**config.mk**
```make
export PLATFORM = sky130hd
export DESIGN_NAME = event_blinker
export DESIGN_NICKNAME = d
export VERILOG_FILES = /design/src/rtl/event_blinker_pkg.sv /design/src/rtl/event_blinker_timer.sv /design/src/rtl/event_blinker.sv
export SDC_FILE = /design/constraint.sdc
export NUM_CORES = 1
export LEC_CHECK = 0
export CAP_MARGIN = 20
export CORE_MARGIN = 3
export CORE_UTILIZATION = 40
export DETAILED_ROUTE_END_ITERATION = 7
export GPL_ROUTABILITY_DRIVEN = 0
export GPL_TIMING_DRIVEN = 0
export SLEW_MARGIN = 30
export SYNTH_ARGS = -nofsm -noshare
export SYNTH_HDL_FRONTEND = slang
export SYNTH_HIERARCHICAL = 1
export SYNTH_SLANG_ARGS = --single-unit
export TNS_END_PERCENT = 30
```
**constraint.sdc**
```tcl
create_clock -name clk_i -period 6.65 [get_ports clk_i]
set_clock_uncertainty 0.05 [all_clocks]
set_input_delay 1.33 -clock clk_i [delete_from_list [all_inputs] [get_ports clk_i]]
set_output_delay 1.33 -clock clk_i [all_outputs]
set_load 0.1 [all_outputs]
```
**src/rtl/event_blinker_pkg.sv**
```systemverilog
// Shared types and width helpers for the event_blinker LED blink sequencer.
package event_blinker_pkg;

    typedef enum logic [1:0] {
        IDLE = 2'd0,
        ON   = 2'd1,
        OFF  = 2'd2
    } blink_state_t;

    // Larger of two unsigned values.
    function automatic int unsigned max_u(input int unsigned a, input int unsigned b);
        return (a > b) ? a : b;
    endfunction

    // Bits needed to index 0..v-1, never less than one so degenerate
    // parameter choices still give a legal vector.
    function automatic int unsigned safe_clog2(input int unsigned v);
        return (v <= 32'd1) ? 32'd1 : $clog2(v);
    endfunction

endpackage

```
**src/rtl/event_blinker_timer.sv**
```systemverilog
// Loadable down-counter used to time the LED-on and LED-off phases.
// It stops at zero rather than wrapping; load has priority over enable.
module blink_timer #(
    parameter int unsigned W = 2
) (
    input  logic         clk_i,
    input  logic         rst_ni,
    input  logic         load_i,
    input  logic [W-1:0] load_value_i,
    input  logic         enable_i,
    output logic         zero_o
);

    logic [W-1:0] count_q;
    logic [W-1:0] count_d;

    // Next count: load, decrement toward zero, or hold.
    always_comb begin
        count_d = count_q;
        if (load_i) begin
            count_d = load_value_i;
        end else if (enable_i && (count_q != {W{1'b0}})) begin
            count_d = count_q - {{(W-1){1'b0}}, 1'b1};
        end else begin
            count_d = count_q;
        end
    end

    // Count register with asynchronous clear.
    always_ff @(posedge clk_i or negedge rst_ni) begin
        if (!rst_ni) begin
            count_q <= {W{1'b0}};
        end else begin
            count_q <= count_d;
        end
    end

    assign zero_o = (count_q == {W{1'b0}});

endmodule

```
**src/rtl/event_blinker.sv**
```systemverilog
// Turns single-cycle event pulses into fixed-length LED blinks separated by
// a fixed dark gap; pulses arriving mid-blink are queued (saturating) and
// replayed back to back.
module event_blinker
    import event_blinker_pkg::*;
#(
    parameter int unsigned ON_CYCLES   = 32'd25_000_000,
    parameter int unsigned OFF_CYCLES  = 32'd12_500_000,
    parameter int unsigned MAX_PENDING = 32'd7,
    localparam int unsigned PW = $clog2(MAX_PENDING + 32'd1)
) (
    input  logic          clk_i,
    input  logic          rst_ni,
    input  logic          pulse_i,
    input  logic          clear_i,
    output logic          led_o,
    output logic          busy_o,
    output logic [PW-1:0] pending_o,
    output logic          overflow_o
);

    localparam int unsigned TW = safe_clog2(max_u(ON_CYCLES, OFF_CYCLES));
    localparam logic [TW-1:0] ON_RELOAD  = TW'(ON_CYCLES - 32'd1);
    localparam logic [TW-1:0] OFF_RELOAD = TW'(OFF_CYCLES - 32'd1);
    localparam logic [PW-1:0] PEND_MAX   = PW'(MAX_PENDING);
    localparam logic [PW-1:0] PEND_ONE   = {{(PW-1){1'b0}}, 1'b1};

    blink_state_t  state_q, state_d;
    logic [PW-1:0] pending_q, pending_d;
    logic          overflow_q, overflow_d;
    logic          led_q, led_d;
    logic          tmr_load_s;
    logic [TW-1:0] tmr_value_s;
    logic          tmr_enable_s;
    logic          tmr_zero_s;

    blink_timer #(
        .W (TW)
    ) u_timer (
        .clk_i        (clk_i),
        .rst_ni       (rst_ni),
        .load_i       (tmr_load_s),
        .load_value_i (tmr_value_s),
        .enable_i     (tmr_enable_s),
        .zero_o       (tmr_zero_s)
    );

    // Next state, queue depth, overflow flag and timer control.
    always_comb begin
        state_d      = state_q;
        pending_d    = pending_q;
        overflow_d   = overflow_q;
        tmr_load_s   = 1'b0;
        tmr_value_s  = {TW{1'b0}};
        tmr_enable_s = 1'b0;

        if (clear_i) begin
            // Abort: drop everything, force the timer back to zero.
            state_d     = IDLE;
            pending_d   = {PW{1'b0}};
            overflow_d  = 1'b0;
            tmr_load_s  = 1'b1;
            tmr_value_s = {TW{1'b0}};
        end else begin
            case (state_q)
                IDLE: begin
                    if (pulse_i) begin
                        state_d     = ON;
                        tmr_load_s  = 1'b1;
                        tmr_value_s = ON_RELOAD;
                    end else begin
                        state_d = IDLE;
                    end
                end
                ON: begin
                    if (pulse_i) begin
                        if (pending_q == PEND_MAX) begin
                            overflow_d = 1'b1;
                        end else begin
                            pending_d = pending_q + PEND_ONE;
                        end
                    end else begin
                        pending_d = pending_q;
                    end
                    if (tmr_zero_s) begin
                        state_d     = OFF;
                        tmr_load_s  = 1'b1;
                        tmr_value_s = OFF_RELOAD;
                    end else begin
                        tmr_enable_s = 1'b1;
                    end
                end
                OFF: begin
                    if (tmr_zero_s) begin
                        // Exit edge: replay a queued blink, or consume a
                        // coincident pulse directly.
                        if (pending_q != {PW{1'b0}}) begin
                            state_d     = ON;
                            tmr_load_s  = 1'b1;
                            tmr_value_s = ON_RELOAD;
                            if (!pulse_i) begin
                                pending_d = pending_q - PEND_ONE;
                            end else begin
                                pending_d = pending_q;
                            end
                        end else if (pulse_i) begin
                            state_d     = ON;
                            tmr_load_s  = 1'b1;
                            tmr_value_s = ON_RELOAD;
                        end else begin
                            state_d = IDLE;
                        end
                    end else begin
                        tmr_enable_s = 1'b1;
                        if (pulse_i) begin
                            if (pending_q == PEND_MAX) begin
                                overflow_d = 1'b1;
                            end else begin
                                pending_d = pending_q + PEND_ONE;
                            end
                        end else begin
                            pending_d = pending_q;
                        end
                    end
                end
                default: begin
                    state_d    = IDLE;
                    pending_d  = {PW{1'b0}};
                    overflow_d = 1'b0;
                end
            endcase
        end

        led_d = (state_d == ON);
    end

    // FSM, queue, flag and LED registers.
    always_ff @(posedge clk_i or negedge rst_ni) begin
        if (!rst_ni) begin
            state_q    <= IDLE;
            pending_q  <= {PW{1'b0}};
            overflow_q <= 1'b0;
            led_q      <= 1'b0;
        end else begin
            state_q    <= state_d;
            pending_q  <= pending_d;
            overflow_q <= overflow_d;
            led_q      <= led_d;
        end
    end

    assign led_o      = led_q;
    assign busy_o     = (state_q != IDLE);
    assign pending_o  = pending_q;
    assign overflow_o = overflow_q;

endmodule

```
Word level (Yosys, flattened, before mapping):

Cells that the tools add are included.

* flip-flop bits (word level): 32
* latch bits: 0
* RAM bits: 0
* memory bits (read-only): 0
* input bits: 4
* output and inout bits: 6
* memories: 0

* add/sub/neg operators: 3
* $mul: 0
* divide/modulo/power cells: 0
* order comparisons: 0
* eq/ne operators: 8
* shift operators: 0
* muxes and demuxes: 35
* bitwise operators: 0
* reductions and logical operators: 10

Operator list (count)
* $mux 25: 6
* $pmux 25 s3: 1
* $logic_not 25->1: 1
* $reduce_bool 25->1: 1
* $sub 25x1->25 const B: 1
* $mux 24: 1
* $mux 3: 6
* $mux 1: 13
* $pmux 3 s3: 1
* $mux 2: 4
* $ne 4x4->1 const B: 2
* $pmux 1 s3: 2
* $pmux 2 s3: 1
* $eq 2x1->1 const B: 2
* $reduce_bool 2->1: 2
* $add 3x1->3 const B: 1
* $eq 3x3->1 const B: 1
* $ne 3x3->1 const B: 1
* $reduce_and 3->1: 1
* $reduce_bool 3->1: 1
* $sub 3x1->3 const B: 1
* $eq 2x2->1 const B: 1
* $logic_not 2->1: 1
* $ne 2x2->1 const B: 1
* 3 further kinds: 3

Logic depth before layout (Yosys ltp):

Gate-level depths: netlist of the first run.

* depth after elaboration: 7
* depth in mapped cells: 13

By module:

The synthesis of the first run kept the hierarchy.

Modules (own cells, without submodules)
* blink_timer: instances 1, cells an instance 162, area an instance 1555.2 µm², seq. area each 625.6 µm²
* event_blinker: instances 1, cells an instance 63, area an instance 603.1 µm², seq. area each 175.2 µm²

Worst setup path before layout of the first run:

Ideal clock, no wire load.

* kind: input to register
* start: input port clear_i
* end: register u_timer.count_q[9]
* setup time: 82 ps
* arrival time: 2826 ps
* data required time: 6518 ps
* setup slack: 3692 ps
* stages: 8
* path buffers: 2
* cell sequence: buf_6 > nand2b_2 > nor2_1 > and4_1 > buf_2 > o21ai_2 > or4_1 > a31oi_1

* word-level cells in the longest chain between the ends: 3
* elaborated cells on any way between the ends: 6
* those cells by class: 4 x mux; 2 x reduce/logical

RTL lines
* start, declared: line event_blinker.sv:15 `input logic clear_i,`
* $mux 1: line event_blinker.sv:57 `if (clear_i) begin`
* via tmr_enable_s: line event_blinker.sv:34 `logic tmr_enable_s;`
* $logic_and 1x1->1: line event_blinker_timer.sv:22 `end else if (enable_i && (count_q != {W{1'b0}})) begin`
* $reduce_bool 2->1 (no line)
* end signal, assigned: line event_blinker_timer.sv:32 `count_q <= {W{1'b0}};`
* end signal, assigned: line event_blinker_timer.sv:34 `count_q <= count_d;`
* end, declared: line event_blinker_timer.sv:14 `logic [W-1:0] count_q;`

The timed path passes the listed nets, and every way through them passes these cells.
A chain may end at the register's enable or synchronous reset.

Final worst setup path of the first run:

* start: register u_timer.count_q[5]
* end: register u_timer.count_q[2]

* elaborated cells on any way between the ends: 16
* those cells by class: 12 x mux; 4 x reduce/logical

RTL lines
* $logic_not 25->1 *: line event_blinker_timer.sv:38 `assign zero_o = (count_q == {W{1'b0}});`
* via tmr_zero_s: line event_blinker.sv:35 `logic tmr_zero_s;`
* $mux 1, on equally long branches: line event_blinker.sv:94, event_blinker.sv:85
* $pmux 1 s3 *: line event_blinker.sv:65 `case (state_q)`
* $mux 1 *: line event_blinker.sv:57
* via tmr_load_s: line event_blinker.sv:32 `logic tmr_load_s;`
* $mux 25 or $reduce_bool 2->1 (tied branches)

The timed path passes the listed nets; every way through them passes the cells marked *.

==> results_dict.tcl, run 1 <==
set metrics [dict create \
    syn_area_um2 2160 \
    h-tree-depth 2 \
    power.net_switching_w 0.000150 \
    route.vias.total 1741 \
    ios 10 \
    drv_slew 0 \
    tightest_slew_ns 0.967 \
    nets 257 \
    drt-initial-drc-count 90 \
    p_sw_frac 0.295 \
    setup_viol_count_final 0 \
    synth_cell_types 58 \
    cts_hold_buffers 0 \
    endpoint_kind "flip-flop" \
    synth_top_flop_cell "dfrtp_1" \
    r2r_cells 12 \
    min_path_type "flip-flop to flip-flop" \
    hold_start "overflow_o" \
    grt_max_degree 20 \
    layout_common_cells "dfrtp_1, nand2_1, nor2_1" \
    ys_ff_latch 32 \
    diodes 0 \
    cts_sinks 32 \
    fin_util 0.477 \
    first_pass_iters 4 \
    grt_pass1_wl_um 8770 \
    async_flop_share 1.00 \
    cts_resized 0 \
    clockRootBuffer "clkbuf_8" \
    p_leak_nw 1.02 \
    arrival_ns 3.83 \
    wl_per_cell_um 15.6 \
    die_h_um 79.5 \
    design.core.area_um2 5170 \
    synth_edf_count 0 \
    syn_area_per_cell_um2 9.59 \
    cts_buffers 5 \
    wl_um 4900 \
    worstSkewPairLatency_ns 0.29 \
    hold_violations 0 \
    fin_crit_sh 0.562 \
    path_class "flip-flop to flip-flop" \
    power.internal_w 0.000358 \
    num_rows 26 \
    power_frac_comb 0.195 \
    cpMaxStageDelayCell "nor3_1" \
    total_power_w 0.000509 \
    dp.final_hpwl_um 3540 \
    reg2reg_to "u_timer/count_q[2]" \
    chipWidth_um 79.5 \
    overflow 0 \
    reg2reg_from "u_timer/count_q[5]" \
    p_per_area_nw_per_um2 206 \
    dieArea_um2 6310 \
    cp_max_fo 10 \
    power_frac_clock 0.366 \
    cpLargestDelayFamily "buffers and inverters" \
    cp.required_ns 6.74 \
    grt_pass1_vias 1709 \
    final_common_cell "dfrtp_1" \
    grt_usage 0.179 \
    status "complete, no violations" \
    synth_cells 225 \
    cts_tree "built" \
    cp_cell_sequence "nor3_1 -> and3_1 -> buf_2 -> and4_1 -> buf_6 -> a21o_1 -> a32oi_2 -> a21oi_1 -> or2_1 -> clkbuf_1 -> clkbuf_1 -> o21ai_0" \
    numPortBuffers 8 \
    maxSlewHeadroom 0.353 \
    maxCapViolCount 0 \
    max_freq_mhz 268 \
    initial_core_util 0.417 \
    rsz0062_at_grt "no" \
    antenna_found_initial 0 \
    worst-path-buf-inv 4 \
    cp-start-kind "flip-flop" \
    antenna_left 0 \
    hold_depth 2 \
    drive_gt1_frac 0.171 \
    holdPathEnd "overflow_o" \
    instances_no_fill 315 \
    fill_cells 504 \
    seq_area_frac_synth 0.371 \
    cts_setup_buffers 0 \
    r2r_setup_slack_ns 2.92 \
    crit_path_max_incr_delay_ns 0.50 \
    ir_worst_vdd_uv 120 \
    power_frac_seq 0.439 \
    clock_path_buffers 2 \
    drc_errors 0 \
    finalCriticalPeriod_ns 3.73 \
    crit_top_cell "clkbuf_1" \
    post_dp_cell_area_um2 2360 \
    setup_tns_ns 0 \
    dpl.cell_count 307 \
    ys_warn_count 6 \
    clk_pin_slew_worst_paths_ns 0.07 \
    viasPerCell 5.53 \
    final_cell_area_um2 2470 \
    flow.area_growth_from_synthesis_pct 14.3 \
]
flip-flops by register name (all words and copies together) (netlist names):
name             cells
u_timer/count_q     25
pending_o            3
state_q              2
led_o                1
overflow_o           1
cell type report:
type	instances	area [um^2]	share of cell area
Clock buffer	6	72.6	0.0294
Multi-Input combinational cell	176	1270	0.516
Timing Repair Buffer	9	103	0.0416
Clock inverter	2	35.0	0.0142
Inverter	10	37.5	0.0152
Tap cell	70	87.6	0.0355
Sequential cell	32	801	0.325
Buffer	10	57.6	0.0233
cell usage after synthesis (2+ instances only):
cell type,instances,share of area
a211oi_2,2,0.012
a21o_1,2,0.0070
a21oi_1,8,0.019
a31oi_1,2,0.0058
and2_1,2,0.0058
and4_1,3,0.012
buf_2,4,0.0093
buf_6,2,0.010
clkbuf_1,4,0.0070
dfrtp_1,32,0.37
ha_1,9,0.052
inv_1,9,0.016
mux2_2,9,0.047
mux2i_1,2,0.0093
nand2_1,20,0.035
nand3_1,2,0.0046
nand4_1,8,0.023
nor2_1,12,0.021
nor3_1,7,0.016
nor3_2,2,0.0093
nor4_1,2,0.0058
nor4_2,3,0.017
o211ai_1,7,0.024
o21ai_0,4,0.0093
o21ai_1,11,0.026
o31ai_1,4,0.014
or2_1,2,0.0058
or3_1,2,0.0058
or4_1,3,0.010
xnor2_1,11,0.045
xor2_1,8,0.032
worst max-delay path by stage:
stage,to,start,cells past startpoint,slack (ns)
after global routing,u_timer/count_q[2],u_timer/count_q[5],13,2.64
after detailed placement,u_timer/count_q[20],pulse_i,7,2.84
final,u_timer/count_q[2],u_timer/count_q[5],12,2.92
after global placement,u_timer/count_q[3],pulse_i,7,2.88
after CTS,u_timer/count_q[2],u_timer/count_q[5],12,2.94
after floorplan,u_timer/count_q[9],clear_i,8,3.69
worst min-delay path, delay by kind of cell, from the launching register on:
kind	cells	cell delay, ns
AND/OR/NAND/NOR	1	0.15
flip-flops	1	0.34
AO/OA/AOI/OAI	1	0.05
through the flow:
stage | hold WS (ns) | setup WS [ns]
floorplan | 0.498 | 3.69
CTS | 0.551 | 2.94
finish | 0.543 | 2.92
detailed placement | 0.535 | 2.84
global placement | 0.520 | 2.88
global route | 0.595 | 2.64
cell families (layout without fill, tap and decap cells):
| group | after synthesis | in the layout | share of synthesized area |
|---|---|---|---|
| compound gates | 54 | 54 | 0.179 |
| xor+xnor | 19 | 19 | 0.0771 |
| fa+ha+maj | 9 | 9 | 0.0522 |
| buf+inv | 20 | 37 | 0.0441 |
| flops | 32 | 32 | 0.371 |
| mux | 11 | 11 | 0.0562 |
| other cells | 1 | 4 | 0.00174 |
| simple gates | 79 | 79 | 0.219 |
power by group through the flow:
stage          sequential (W)  clock, W  combinational (W)
4_1_cts              0.000223  0.000192           0.000100
5_1_grt              0.000225  0.000202           0.000111
3_5_place_dp         0.000226         0          0.0000996
3_3_place_gp         0.000226         0          0.0000965
2_1_floorplan        0.000227         0          0.0000697
6_report             0.000223  0.000186          0.0000992
layer usage:
metal	vias up	GRT usage	wire, um
li1	859	-	-
met1	850	0.262	2490
met2	25	0.255	2190
met3	7	0.0372	137
met4	0	0.0704	79
met5	-	0	0
Power figures use the tool's default switching activity.
==> inputs of run 2 (changes only) <==
- clock period: 6.65 -> 3.7 ns (I/O delays scaled with it)
==> run 2 against run 1 <==
Fmax increased by 11%. Final cell count unchanged. Critical path depth unchanged. Power increased by 80%. Flip-flop and latch count unchanged. Die area unchanged. Routed wire length increased by 0.24%. Worst setup slack got worse by 2.6 ns. Via count decreased by 0.98%. Cell area increased by 0.35%. Critical endpoint is now u_timer/count_q[5]. Highest routed layer unchanged.
==> results_dict.tcl, run 2 (synthesis gave the netlist of run 1 again) <==
set metrics [dict create \
    dp.final_hpwl_um 3540 \
    endpoint_kind "flip-flop" \
    viasPerCell 5.47 \
    cpMaxStageDelayCell "clkbuf_1" \
    setup_viol_count_final 0 \
    met3_usage 0.0372 \
    drv_slew 0 \
    met2_usage 0.255 \
    grt_pass1_wl_um 8770 \
    num_rows 26 \
    nets 257 \
    maxSlewHeadroom 0.353 \
    hold_violations 0 \
    min_path_type "input port to async pin" \
    arrival_ns 3.48 \
    worstSetupStartpoint "u_timer/count_q[5]" \
    p_per_area_nw_per_um2 370 \
    wl_per_cell_um 15.6 \
    fin_ws_ns 0.344 \
    clk_pin_slew_worst_paths_ns 0.07 \
    die_h_um 79.5 \
    overflow 0 \
    reg2reg_from "u_timer/count_q[5]" \
    p_leak_nw 1.03 \
    grt_pass1_vias 1709 \
    cts_setup_buffers 0 \
    drt-initial-drc-count 96 \
    total_power_w 0.000916 \
    drc_errors 0 \
    cp-start-kind "flip-flop" \
    use_met1 0.262 \
    flow.area_growth_from_synthesis_pct 14.7 \
    numPortBuffers 8 \
    cts_sinks 32 \
    worstSkewPairLatency_ns 0.29 \
    maxCapViolCount 0 \
    final_common_cell "dfrtp_1" \
    largest_reg_flops 25 \
    rsz0062_at_grt "no" \
    busiest_layer "met1" \
    crit_path_max_incr_delay_ns 0.49 \
    path_class "flip-flop to flip-flop" \
    ir_worst_vdd_uv 216 \
    initial_core_util 0.417 \
    finalCriticalPeriod_ns 3.36 \
    top_register "u_timer/count_q" \
    antenna_found_initial 0 \
    cts_tree "built" \
    ios 10 \
    fin_crit_sh 0.907 \
    cp_max_fo 10 \
    cp_cell_sequence "nor3_2 -> and3_1 -> buf_2 -> and4_1 -> buf_6 -> a21o_1 -> a32oi_2 -> a21oi_1 -> or2_1 -> inv_1 -> clkbuf_1 -> mux2_2" \
    first_pass_iters 4 \
    grt_usage 0.179 \
    status "complete, no violations" \
    cts_buffers 5 \
    grt_max_degree 20 \
    cts_hold_buffers 0 \
    dieArea_um2 6310 \
    dp_slack_ns -0.00561 \
    antenna_left 0 \
    cp.required_ns 3.83 \
    route.vias.total 1724 \
    tightest_slew_ns 0.967 \
    drive_gt1_frac 0.188 \
    h-tree-depth 2 \
    clock_path_buffers 2 \
    max_freq_mhz 298 \
    chipWidth_um 79.5 \
    r2r_setup_slack_ns 0.34 \
    diodes 0 \
    clockRootBuffer "clkbuf_8" \
    wl_um 4910 \
    layout_common_cells "dfrtp_1, nand2_1, nor2_1" \
    design.core.area_um2 5170 \
]
run 2: where the power goes:
| group | switching (W) | total [W] | internal, W | leakage, nW |
|---|---|---|---|---|
| registers | 0.0000283 | 0.000402 | 0.000373 | 0.422 |
| logic | 0.000108 | 0.000179 | 0.0000717 | 0.549 |
| clock network | 0.000135 | 0.000335 | 0.000200 | 0.0552 |
run 2: final cells by class:
type	instances	area [um^2]
tap	70	87.6
fill	504	2700
buffer	10	61.3
timing repair buffer	9	103
sequential	32	801
clock buffer	6	72.6
multi-input combinational	176	1280
clock inverter	2	35.0
inverter	10	37.5
run 2: timing repair:
| item | CTS | global route |
|---|---|---|
| endpoints found under the setup margin | 1 | 13 |
| gates cloned | 0 | 0 |
| resized for setup | 1 | 5 |
run 2: final timing paths:
kind                                  endpoint  depth (start not counted)
setup reg to reg            u_timer/count_q[5]                         12
hold / removal             u_timer/count_q[19]                          1
min in group clk_i                  overflow_o                          2
max in group asynchronous                led_o                          2
hold reg to reg                     overflow_o                          2
setup / recovery            u_timer/count_q[5]                         12
run 2: critical path: cells and delay by family (launching register included):
family | cells | cell delay, ns
and+or+nand+nor | 4 | 0.81
AOI/OAI and AO/OA | 3 | 0.50
muxes | 1 | 0.40
buffers and inverters | 4 | 1.03
DFF | 1 | 0.47
run 2: routing by layer:
metal / part of all wire / routed length, um / up-vias
met5: 0 / 0 / -
met4: 0.015 / 76 / 0
met3: 0.024 / 120 / 6
met2: 0.45 / 2190 / 25
met1: 0.51 / 2530 / 832
li1: - / - / 861
run 2: stage by stage:
stage               instances  area [um^2]  hold slack (ns)  setup TNS [ns]   util
floorplan                 228         2170            0.394               0      -
global placement          306         2340            0.520         -0.0800  0.452
detailed placement        307         2360            0.535        -0.00561  0.456
global route              315         2480            0.335               0  0.479
finish                    315         2480            0.308               0  0.479
CTS                       315         2470            0.317               0  0.477
